$ cat src/rtl/rx_pack_pkg.sv
// Shared types and constants for the RX byte packer.
// Output word layout: {err, odd, last, data[15:0]}.
package rx_pack_pkg;

  localparam int W_OUT  = 19;
  localparam int ERR_B  = 18;
  localparam int ODD_B  = 17;
  localparam int LAST_B = 16;

  typedef enum logic [2:0] {
    IDLE,
    FRAME,
    DROP,
    TERM,
    SKIP
  } state_t;

  localparam logic [W_OUT-1:0] TERM_WORD =
    {1'b1, 1'b0, 1'b1, 16'h0000};

  function automatic logic [W_OUT-1:0] mk_word(
    input logic        err,
    input logic        odd,
    input logic        last,
    input logic [15:0] data
  );
    return {err, odd, last, data};
  endfunction

endpackage

$ cat src/rtl/sat_counter.sv
// Saturating event counter, synchronous clear on rst_n.
// Holds at all-ones once reached.
module sat_counter #(
  parameter int CNT_W = 16
) (
  input  logic             clk,
  input  logic             rst_n,
  input  logic             inc,
  output logic [CNT_W-1:0] cnt
);

  // count one per inc pulse, stop at all-ones
  always_ff @(posedge clk) begin
    if (!rst_n) begin
      cnt <= '0;
    end else if (inc && (cnt != {CNT_W{1'b1}})) begin
      cnt <= cnt + 1'b1;
    end
  end

endmodule

$ cat src/rtl/rx_byte_packer.sv
// Packs MAC RX bytes into 19-bit flagged words; aborts on overflow.
// RX_PACK_STATS_EN enables frame_cnt/drop_cnt (else tied to 0).
module rx_byte_packer
  import rx_pack_pkg::*;
#(
  parameter int CNT_W = 16
) (
  input  logic             clk,
  input  logic             rst_n,
  input  logic [7:0]       rx_data,
  input  logic             rx_valid,
  input  logic             rx_last,
  input  logic             rx_error,
  output logic [W_OUT-1:0] data_out,
  output logic             data_out_valid,
  input  logic             data_out_ready,
  output logic [CNT_W-1:0] frame_cnt,
  output logic [CNT_W-1:0] drop_cnt
);

  state_t           state;
  logic             have_lo;
  logic [7:0]       lo_byte;
  logic             term_pend;
  logic             slot_free;
  logic             xfer;
  logic             word_done;
  logic [W_OUT-1:0] word_in;

  assign xfer      = data_out_valid & data_out_ready;
  assign slot_free = ~data_out_valid | data_out_ready;
  assign word_done = have_lo | rx_last;

  // word completed by the current byte; lone byte goes low
  always_comb begin
    word_in = mk_word(
      rx_last & rx_error,
      rx_last & ~have_lo,
      rx_last,
      have_lo ? {rx_data, lo_byte} : {8'h00, rx_data}
    );
  end

  // packer FSM and the single registered output slot
  always_ff @(posedge clk) begin
    if (!rst_n) begin
      state          <= IDLE;
      have_lo        <= 1'b0;
      lo_byte        <= 8'h00;
      term_pend      <= 1'b0;
      data_out       <= '0;
      data_out_valid <= 1'b0;
    end else begin
      if (xfer) data_out_valid <= 1'b0;
      unique case (state)
        IDLE, FRAME: begin
          if (rx_valid) begin
            if (word_done) begin
              have_lo <= 1'b0;
              if (slot_free) begin
                data_out       <= word_in;
                data_out_valid <= 1'b1;
                state <= rx_last ? IDLE : FRAME;
              end else begin
                state <= rx_last ? TERM : DROP;
              end
            end else begin
              lo_byte <= rx_data;
              have_lo <= 1'b1;
              state   <= FRAME;
            end
          end
        end
        DROP: begin
          if (rx_valid && rx_last) state <= TERM;
        end
        TERM: begin
          if (slot_free) begin
            data_out       <= TERM_WORD;
            data_out_valid <= 1'b1;
          end
          if (rx_valid && !rx_last) begin
            state     <= SKIP;
            term_pend <= ~slot_free;
          end else if (slot_free) begin
            state <= IDLE;
          end
        end
        SKIP: begin
          if (term_pend && slot_free) begin
            data_out       <= TERM_WORD;
            data_out_valid <= 1'b1;
            term_pend      <= 1'b0;
          end
          if (rx_valid && rx_last) begin
            state <= (term_pend && !slot_free)
                   ? TERM : IDLE;
          end
        end
        default: state <= IDLE;
      endcase
    end
  end

`ifdef RX_PACK_STATS_EN
  logic drop_evt;
  logic good_evt;

  // a frame is lost on overflow or when it starts in TERM
  always_comb begin
    drop_evt = 1'b0;
    if (rx_valid) begin
      unique case (1'b1)
        (state == TERM):
          drop_evt = 1'b1;
        (state == IDLE) || (state == FRAME):
          drop_evt = word_done & ~slot_free;
        default:
          drop_evt = 1'b0;
      endcase
    end
  end

  assign good_evt = xfer & data_out[LAST_B]
                  & ~data_out[ERR_B];

  sat_counter #(.CNT_W(CNT_W)) u_frame_cnt (
    .clk   (clk),
    .rst_n (rst_n),
    .inc   (good_evt),
    .cnt   (frame_cnt)
  );

  sat_counter #(.CNT_W(CNT_W)) u_drop_cnt (
    .clk   (clk),
    .rst_n (rst_n),
    .inc   (drop_evt),
    .cnt   (drop_cnt)
  );
`else
  assign frame_cnt = '0;
  assign drop_cnt  = '0;
`endif

endmodule
$ cat config.mk
export PLATFORM = sky130hd
export DESIGN_NAME = rx_byte_packer
export DESIGN_NICKNAME = d
export VERILOG_FILES = /design/src/rtl/rx_pack_pkg.sv /design/src/rtl/sat_counter.sv /design/src/rtl/rx_byte_packer.sv
export SDC_FILE = /design/constraint.sdc
export NUM_CORES = 1
export LEC_CHECK = 0
export CAP_MARGIN = 10
export CORE_ASPECT_RATIO = 1.4
export CORE_UTILIZATION = 44
export DETAILED_ROUTE_END_ITERATION = 10
export GPL_TIMING_DRIVEN = 0
export PLACE_DENSITY = 0.91
export SYNTH_ARGS = -nofsm -noshare
export SYNTH_HDL_FRONTEND = slang
export SYNTH_SLANG_ARGS = --single-unit
$ cat constraint.sdc
create_clock -name clk -period 1.7 [get_ports clk]
set_input_delay 0.34 -clock clk [delete_from_list [all_inputs] [get_ports clk]]
set_output_delay 0.34 -clock clk [all_outputs]
set_load 0.05 [all_outputs]
# --- After elaboration in Yosys (flattened, before gate mapping) ---
# Index checks and enable logic that the tools add are counted.
# Widths: inputs -> output; s select.
op_classes:
  n_eq_ne: 13
  mux: 28
  bitwise: 9
  reduce_logical: 15
op_table:
  columns: ["operator", "count"]
  rows:
  - ["$mux 19", 5]
  - ["$pmux 19 s3", 1]
  - ["$mux 3", 6]
  - ["$mux 16", 1]
  - ["$ne 2x2->1 const B", 8]
  - ["$pmux 3 s4", 1]
  - ["$mux 1", 10]
  - ["$eq 3x2->1 const B", 2]
  - ["$reduce_and 3->1", 2]
  - ["$reduce_and 6->1", 1]
  - ["$logic_and 1x1->1", 4]
  - ["$mux 2", 2]
  - ["$not 1->1", 4]
  - ["$reduce_and 4->1", 1]
  - ["$and 1x1->1", 3]
  - ["$eq 3x1->1 const B", 1]
  - ["$eq 3x3->1 const B", 1]
  - ["$logic_not 3->1", 1]
  - ["$ne 3x3->1 const B", 1]
  - ["$pmux 1 s3", 1]
  - ["$reduce_bool 3->1", 1]
  - ["$logic_not 1->1", 2]
  - ["$or 1x1->1", 2]
  - ["$pmux 1 s2", 1]
  - ["other kinds (3)", 3]
totals:
  reg_bits: 33
  in_bits: 14
  out_inout_bits: 52
  wordCells: 71

# --- Longest topological paths before layout ---
# Gate-level depths: netlist of the first run.
logic_depth:
  depth_word: 7
  depth_mapped: 6
  mapped_depth_nobuf: 4

# --- Worst setup path before layout of the first run ---
# No wires, ideal clock.
synth_path:
  path_type: "register to register"
  startpoint: "reg data_out_valid"
  endpoint: "reg state[0]"
  setup_ns: 0.070
  arrival_ns: 1.508
  required_time_ns: 1.630
  slack_ns: 0.121
  path_stages_with_launch: 6
  period_less_slack_ns: 1.579
  path_cell_list: "dfxtp_1 nand2b_1 clkbuf_1 a2111oi_0 o22ai_1 a21oi_1"
synth_between:
  elab_chain_cells: 7
  elab_cells_between_ends: 12
  cone_classes: "1 x eq/ne; 6 x mux; 2 x bitwise; 3 x reduce/logical"
synth_lines:
  columns: ["item", "line_no", "rtl"]
  rows:
  - ["from (decl)", "rx_byte_packer.sv:15", "output logic data_out_valid,"]
  - ["from (signal assigned)", "rx_byte_packer.sv:52", "data_out_valid <= 1'b0;"]
  - ["from (signal assigned)", "rx_byte_packer.sv:54", "if (xfer) data_out_valid <= 1'b0;"]
  - ["from (signal assigned)", "rx_byte_packer.sv:62", "data_out_valid <= 1'b1;"]
  - ["$not 1->1 (*)", "rx_byte_packer.sv:31", "assign slot_free = ~data_out_valid | data_out_ready;"]
  - ["$or 1x1->1 (*)", "rx_byte_packer.sv:31", null]
  - ["$logic_not 1->1", "rx_byte_packer.sv:96", "state <= (term_pend && !slot_free)"]
  - ["$logic_and 1x1->1", "rx_byte_packer.sv:96", null]
  - ["$mux 2", "rx_byte_packer.sv:97", "? TERM : IDLE;"]
  - ["$mux 3", "rx_byte_packer.sv:95", "if (rx_valid && rx_last) begin"]
  - ["$pmux 3 s4", "rx_byte_packer.sv:55", "unique case (state)"]
  - ["to (signal assigned)", "rx_byte_packer.sv:63", "state <= rx_last ? IDLE : FRAME;"]
  - ["to (signal assigned)", "rx_byte_packer.sv:65", "state <= rx_last ? TERM : DROP;"]
  - ["to (signal assigned)", "rx_byte_packer.sv:96", null]
  - ["to (decl)", "rx_byte_packer.sv:21", "state_t state;"]
# Mark *: on every way between the ends. The rest lies on a longest branch, timed or not. The select of a mux whose other input is x is not followed.
# A chain may end at the register's enable or synchronous reset.

# --- Worst setup path in the final report of the first run ---
layout_path:
  startpoint: "reg state[2]"
  endpoint: "reg data_out[10]"
layout_between:
  elab_chain_cells: 4
  elab_cells_between_ends: 13
  cone_classes: "8 x eq/ne; 1 x mux; 4 x reduce/logical"
layout_lines:
  columns: ["item", "line_no", "rtl"]
  rows:
  - ["$eq 3x1->1 or $logic_not 3->1 (tied branches)", "rx_byte_packer.sv:55", null]
  - ["$reduce_or 2->1", "rx_byte_packer.sv:55", null]
  - ["$ne 2x2->1 (no source line) or $reduce_bool 3->1 (tied branches)", null, null]
  - ["$reduce_and 6->1 (no source line)", null, null]
  - ["to (signal assigned)", "rx_byte_packer.sv:61", "data_out <= word_in;"]
  - ["to (decl)", "rx_byte_packer.sv:14", "output logic [W_OUT-1:0] data_out,"]
# Several ways; a longest one is shown, not always the timed one.

==> flow_summary.toml, run 1 <==
[outcome]
status = "finished, final reports clean"

[logic_synthesis]
ys_seq_area_share_pct = 36.3
netlist_instances = 207
synth_top_area_cell = "dfxtp_1"
yosysWarnings = 0
syn_area_mm2 = 0.00182
ys_ff_latch = 33
ys_top_cells_by_area = "dfxtp_1, buf_4, a32o_2"
synth_top_area_share_pct = 36.3
yosysUniqueCellTypes = 40
syn_avg_cell_area_um2 = 8.80

[floorplanning]
num_rows = 27
core_mm2 = 0.00395
start_util_pct = 46.1
die_area_mm2 = 0.00441
dieWidth_um = 56.4
die_h_um = 78.1
pin_count = 66

[clock_network]
clk_pin_slew_ns = 0.07
h-tree-depth = 2
cts_tree = "done"
cts_buffers = 5
cts.hold.buffers_added = 0
clock_latency_ns = 0.29
clk_path_buf_depth = 2
clockRootBuffer = "clkbuf_8"
cts_sinks = 33

[global_routing]
grt_pass1_vias = 1599
antenna_found_initial = 0
grt_remaining_overflow = 0
grt_pass1_wl_um = 7170
grt_start_max_net_pins = 12
grt.total_usage_pct = 20.7

[sta]
slew_violations = 0
hold_viol_final = 0
post-route-period-util_pct = 96.6
max_freq_ghz = 0.609
skew_ns = 0.00381
setup_viol = 0
worst_slew_pin_slew_ns = 0.570
timing.final.ws_setup_ns = 0.0585
whs_ns = 0.380
relSlewSlack_pct = 62.0
finalSetupTns_ns = 0
final.min_clock_period_ns = 1.64

[detailed_routing]
drt_first_pass_iters = 4
drtIter0Drc = 44
wl_um = 4580
vias_per_cell = 5.37
drtAntennaViolNets = 0
drc = 0
vias = 1739
post_drt_wl_per_cell_um = 14.1

[power]
p_seq_share_pct = 40.9
p_int_mw = 1.31
p_switching_uw = 762
finalPower_mw = 2.07
sw_frac_of_total_pct = 36.9
cellLeakagePower_nw = 1.17
power.clock.fraction_pct = 28.4
power_frac_comb_pct = 30.7
power_density_mw_per_mm2 = 834
vdd_drop_max_v = 0.000744

[setup_path]
crit_fanout = 8
r2r_end = "data_out[10]"
critPathRequiredTime_ns = 1.94
path_class = "register to register"
cp_data_arrival_time_ns = 1.88
worst-r2r-setup-slack_ns = 0.06
r2r_cells = 5
critPathLaunch = "state[2]"
r2r-start = "state[2]"
cp-endpoint = "data_out[10]"
startpoint_type = "register"
cp-end-kind = "register"

[flow_run]
cap_violations = 0

[place]
routabilityCongestion = 0.936
portBuffers = 32
dpl.hpwl_um = 3150
dp_cells = 313
place_ws_ns = -0.590
dpl_cell_area_mm2 = 0.00231

[layout]
instances_no_fill = 324
antenna_cells = 0
nets = 294
num-fill-cells = 345
utilization_pct = 62.7
final_cell_mix = "buf_4, conb_1, dfxtp_1, nand2_1, dlygate4sd2_1"
final_layout_size_suffix_gt1_share_pct = 32.0
final_area_mm2 = 0.00248
areaGrowthSynthToFinish_pct = 36.0
final_common_cell = "buf_4"

[hold_path]
hold_path.class = "primary input to register"
==> synth_stat cells <==
library cell and count:
buf_4 36, dfxtp_1 33, nand2_1 23, a21oi_1 16
nand3_1 10, a32o_2 8, mux2_2 8, nand4_1 8
o21ai_1 8, clkbuf_1 7, nand2b_1 5, nor2_1 5
buf_2 3, nor3_1 3, nor4bb_1 3, o22ai_1 3
a2111oi_0 2, a211oi_1 2, a211oi_2 2, nor3b_2 2
a211o_1 1, and3b_1 1, and4_1 1, and4bb_2 1
conb_1 1, inv_1 1, nand3b_1 1, nand4b_1 1
nor2b_1 1, nor3_2 1, nor4_1 1, o211a_1 1
o211ai_2 1, o2bb2ai_1 1, o31ai_1 1, o32ai_1 1
or2_2 1, or3b_1 1, or4_1 1, or4bb_1 1
==> area by class of cell <==
class	instances	area (um^2)	area share (%)
Buffer	45	324	13.1
Clock buffer	5	68.8	2.78
Clock inverter	3	17.5	0.707
Inverter	1	3.75	0.152
Multi-Input combinational cell	158	1020	41.2
Sequential cell	33	668	27.0
Tap cell	43	53.8	2.17
Timing Repair Buffer	36	322	13.0
==> state kept, by name (all words and copies together) (netlist names) <==
name	cells
data_out	19
data_out_valid	1
have_lo	1
lo_byte	8
state	3
term_pend	1
==> worst max-delay path, cell delays in order, from the launching register on <==
cell      delay (ns)
dfxtp_4         0.38
or3b_4          0.42
o211ai_2        0.26
and4_1          0.24
buf_4           0.16
a32o_2          0.12
==> routing by layer <==
metal  track usage (%)  part of all wire [%]  routed length [um]  vias up
met5                 0                     0                   0        -
met4              13.7                   3.8                 174        0
met3              4.28                   5.7                 261       16
met2              37.1                    53                2430       74
met1              21.2                    37                1710      812
li1                  -                     -                   -      837
==> cell families (layout without fill, tap and decap cells) <==
group | after synthesis | count (layout) | share of synthesized area [%]
AO/OA/AOI/OAI | 47 | 47 | 18.8
buffers and inverters | 47 | 90 | 17.3
flip-flops | 33 | 33 | 36.3
multiplexers | 8 | 8 | 4.95
other | 1 | 32 | 0.206
AND/OR/NAND/NOR | 71 | 71 | 22.5
==> how the worst min path moves through the flow <==
stage | endpoint | slack [ns] | startpoint | depth (start not counted)
3_3_place_gp | lo_byte[6] | 0.44 | lo_byte[6] | 2
3_5_place_dp | data_out[4] | 0.44 | data_out[4] | 2
6_report | data_out[13] | 0.38 | rst_n | 2
2_1_floorplan | lo_byte[0] | 0.43 | lo_byte[0] | 2
4_1_cts | data_out[11] | 0.38 | rst_n | 2
5_1_grt | data_out[14] | 0.38 | rst_n | 2
==> what timing repair did <==
item,in CTS,in global routing
gates cloned,1,0
pin swaps,2,1
gates resized for setup,39,11
setup buffers,2,1
endpoints found under the setup margin,50,22
==> power groups by stage <==
stage	logic, mW	clock network, mW	registers (mW)
after floorplan	0.385	0	0.949
after global placement	0.604	0	0.859
after detailed placement	0.611	0	0.862
after CTS	0.617	0.584	0.845
after global routing	0.663	0.625	0.852
final	0.634	0.587	0.846
(Power assumes the default switching activity.)
==> run 2: changes to the inputs <==
CORE_ASPECT_RATIO = default   (was 1.4)
==> run 2 against run 1 <==
  * Utilization down 0.81 points
  * Clock skew up 0.0026 ns
  * Critical path depth unchanged
  * Routed wire length fell by 5.5%
  * Die area about the same
  * Largest cell class unchanged
  * Worst setup slack got worse by 0.0057 ns
  * Power grew 7.5%
  * Largest power group unchanged
  * Non-clock buffer count is 3 lower
==> flow_summary.toml, run 2 (synthesized netlist as in run 1, its figures left out) <==
[outcome]
status = "finished, final reports clean"

[floorplanning]
num_rows = 23
pin_count = 66
die_h_um = 66.3
start_util_pct = 45.5
dieWidth_um = 66.3
core_mm2 = 0.00400
die_area_mm2 = 0.00440

[setup_path]
startpoint_type = "register"
path_class = "register to register"
cp_data_arrival_time_ns = 1.85
cp-end-kind = "register"
crit_fanout = 10
r2r_cells = 5
critPathRequiredTime_ns = 1.91

[clock_network]
clock_latency_ns = 0.29
cts_sinks = 33
clockRootBuffer = "clkbuf_8"
cts_buffers = 5
cts_tree = "done"
clk_path_buf_depth = 2
cts.hold.buffers_added = 0
h-tree-depth = 2
clk_pin_slew_ns = 0.07

[sta]
max_freq_ghz = 0.607
relSlewSlack_pct = 62.7
final.min_clock_period_ns = 1.65
skew_ns = 0.00637
worst_slew_pin_slew_ns = 0.560
setup_viol = 0
whs_ns = 0.392
finalSetupTns_ns = 0
hold_viol_final = 0
post-route-period-util_pct = 96.9
slew_violations = 0

[detailed_routing]
vias = 1697
drtIter0Drc = 197
drt_first_pass_iters = 4
post_drt_wl_per_cell_um = 13.2
wl_um = 4320
drtAntennaViolNets = 0
vias_per_cell = 5.17
drc = 0

[global_routing]
grt_remaining_overflow = 0
grt_pass1_vias = 1415
grt_start_max_net_pins = 11
antenna_found_initial = 0
grt_pass1_wl_um = 6510
grt.total_usage_pct = 19.9

[layout]
final_layout_size_suffix_gt1_share_pct = 30.9
multi_input_comb_area_mm2 = 0.00101
final_cell_mix = "buf_4, conb_1, dfxtp_1, nand2_1, dlygate4sd2_1"
largest_reg_flops = 19
largest_register = "data_out"
ff_latch_area_um2 = 666
areaGrowthSynthToFinish_pct = 35.9
nets = 291
num-fill-cells = 364
reg_top3 = "data_out x19, lo_byte x8, state x3"
antenna_cells = 0
final_common_cell = "buf_4"

[hold_path]
hold_path.class = "primary input to register"
whs_path_depth = 2

[power]
cellLeakagePower_nw = 1.16
power_density_mw_per_mm2 = 898
finalPower_mw = 2.22
vdd_drop_max_v = 0.000540

[place]
dpl.hpwl_um = 3070
routabilityCongestion = 0.885
portBuffers = 32

[flow_run]
cap_violations = 0
run 2: what timing repair did:
action	CTS	global route
gates resized for setup	28	21
buffers inserted	0	0
cloned	0	1
endpoints found under the setup margin	50	22
pin swaps	0	2
run 2: final cells by class:
class,instances,area share [%]
tap,50,2.53
multi-input combinational,158,40.9
buffer,45,12.9
sequential,33,26.9
clock inverter,1,1.21
timing repair buffer,33,11.9
inverter,1,0.152
clock buffer,7,3.49
run 2: power breakdown:
group | internal (mW) | switching (mW) | leakage, nW
registers | 0.817 | 0.0280 | 0.271
clock network | 0.478 | 0.282 | 0.0585
logic | 0.198 | 0.420 | 0.833
total | 1.49 | 0.730 | 1.16
run 2: layer usage:
metal  vias to the layer above  wire, um  GRT usage [%]
met4                         0        82           9.57
met1                       783      1790           25.0
met5                         -         0              0
li1                        826         -              -
met3                        10       324           5.00
met2                        78      2120           31.5
run 2: worst paths after layout:
kind                     from      endpoint  slack, ns
hold / removal          rst_n   data_out[8]       0.39
setup reg to reg    term_pend  data_out[16]       0.05
setup / recovery    term_pend  data_out[16]       0.05
hold reg to reg   data_out[0]   data_out[0]       0.45
run 2: critical path: stages, from the launching register on:
cell and delay, ns:
dfxtp_2 0.37, or4bb_4 0.57, o211ai_2 0.12, buf_4 0.21, a21oi_1 0.09, a211oi_2 0.21
run 2: through the flow:
stage | instance area, um^2 | instances | util, % | setup slack (ns)
floorplan | 1940 | 238 | - | 0.121
global placement | 2320 | 320 | 58.0 | -0.553
detailed placement | 2320 | 320 | 58.0 | -0.581
CTS | 2430 | 328 | 60.8 | 0.00931
global route | 2470 | 328 | 61.9 | -0.0252
finish | 2470 | 328 | 61.9 | 0.0528
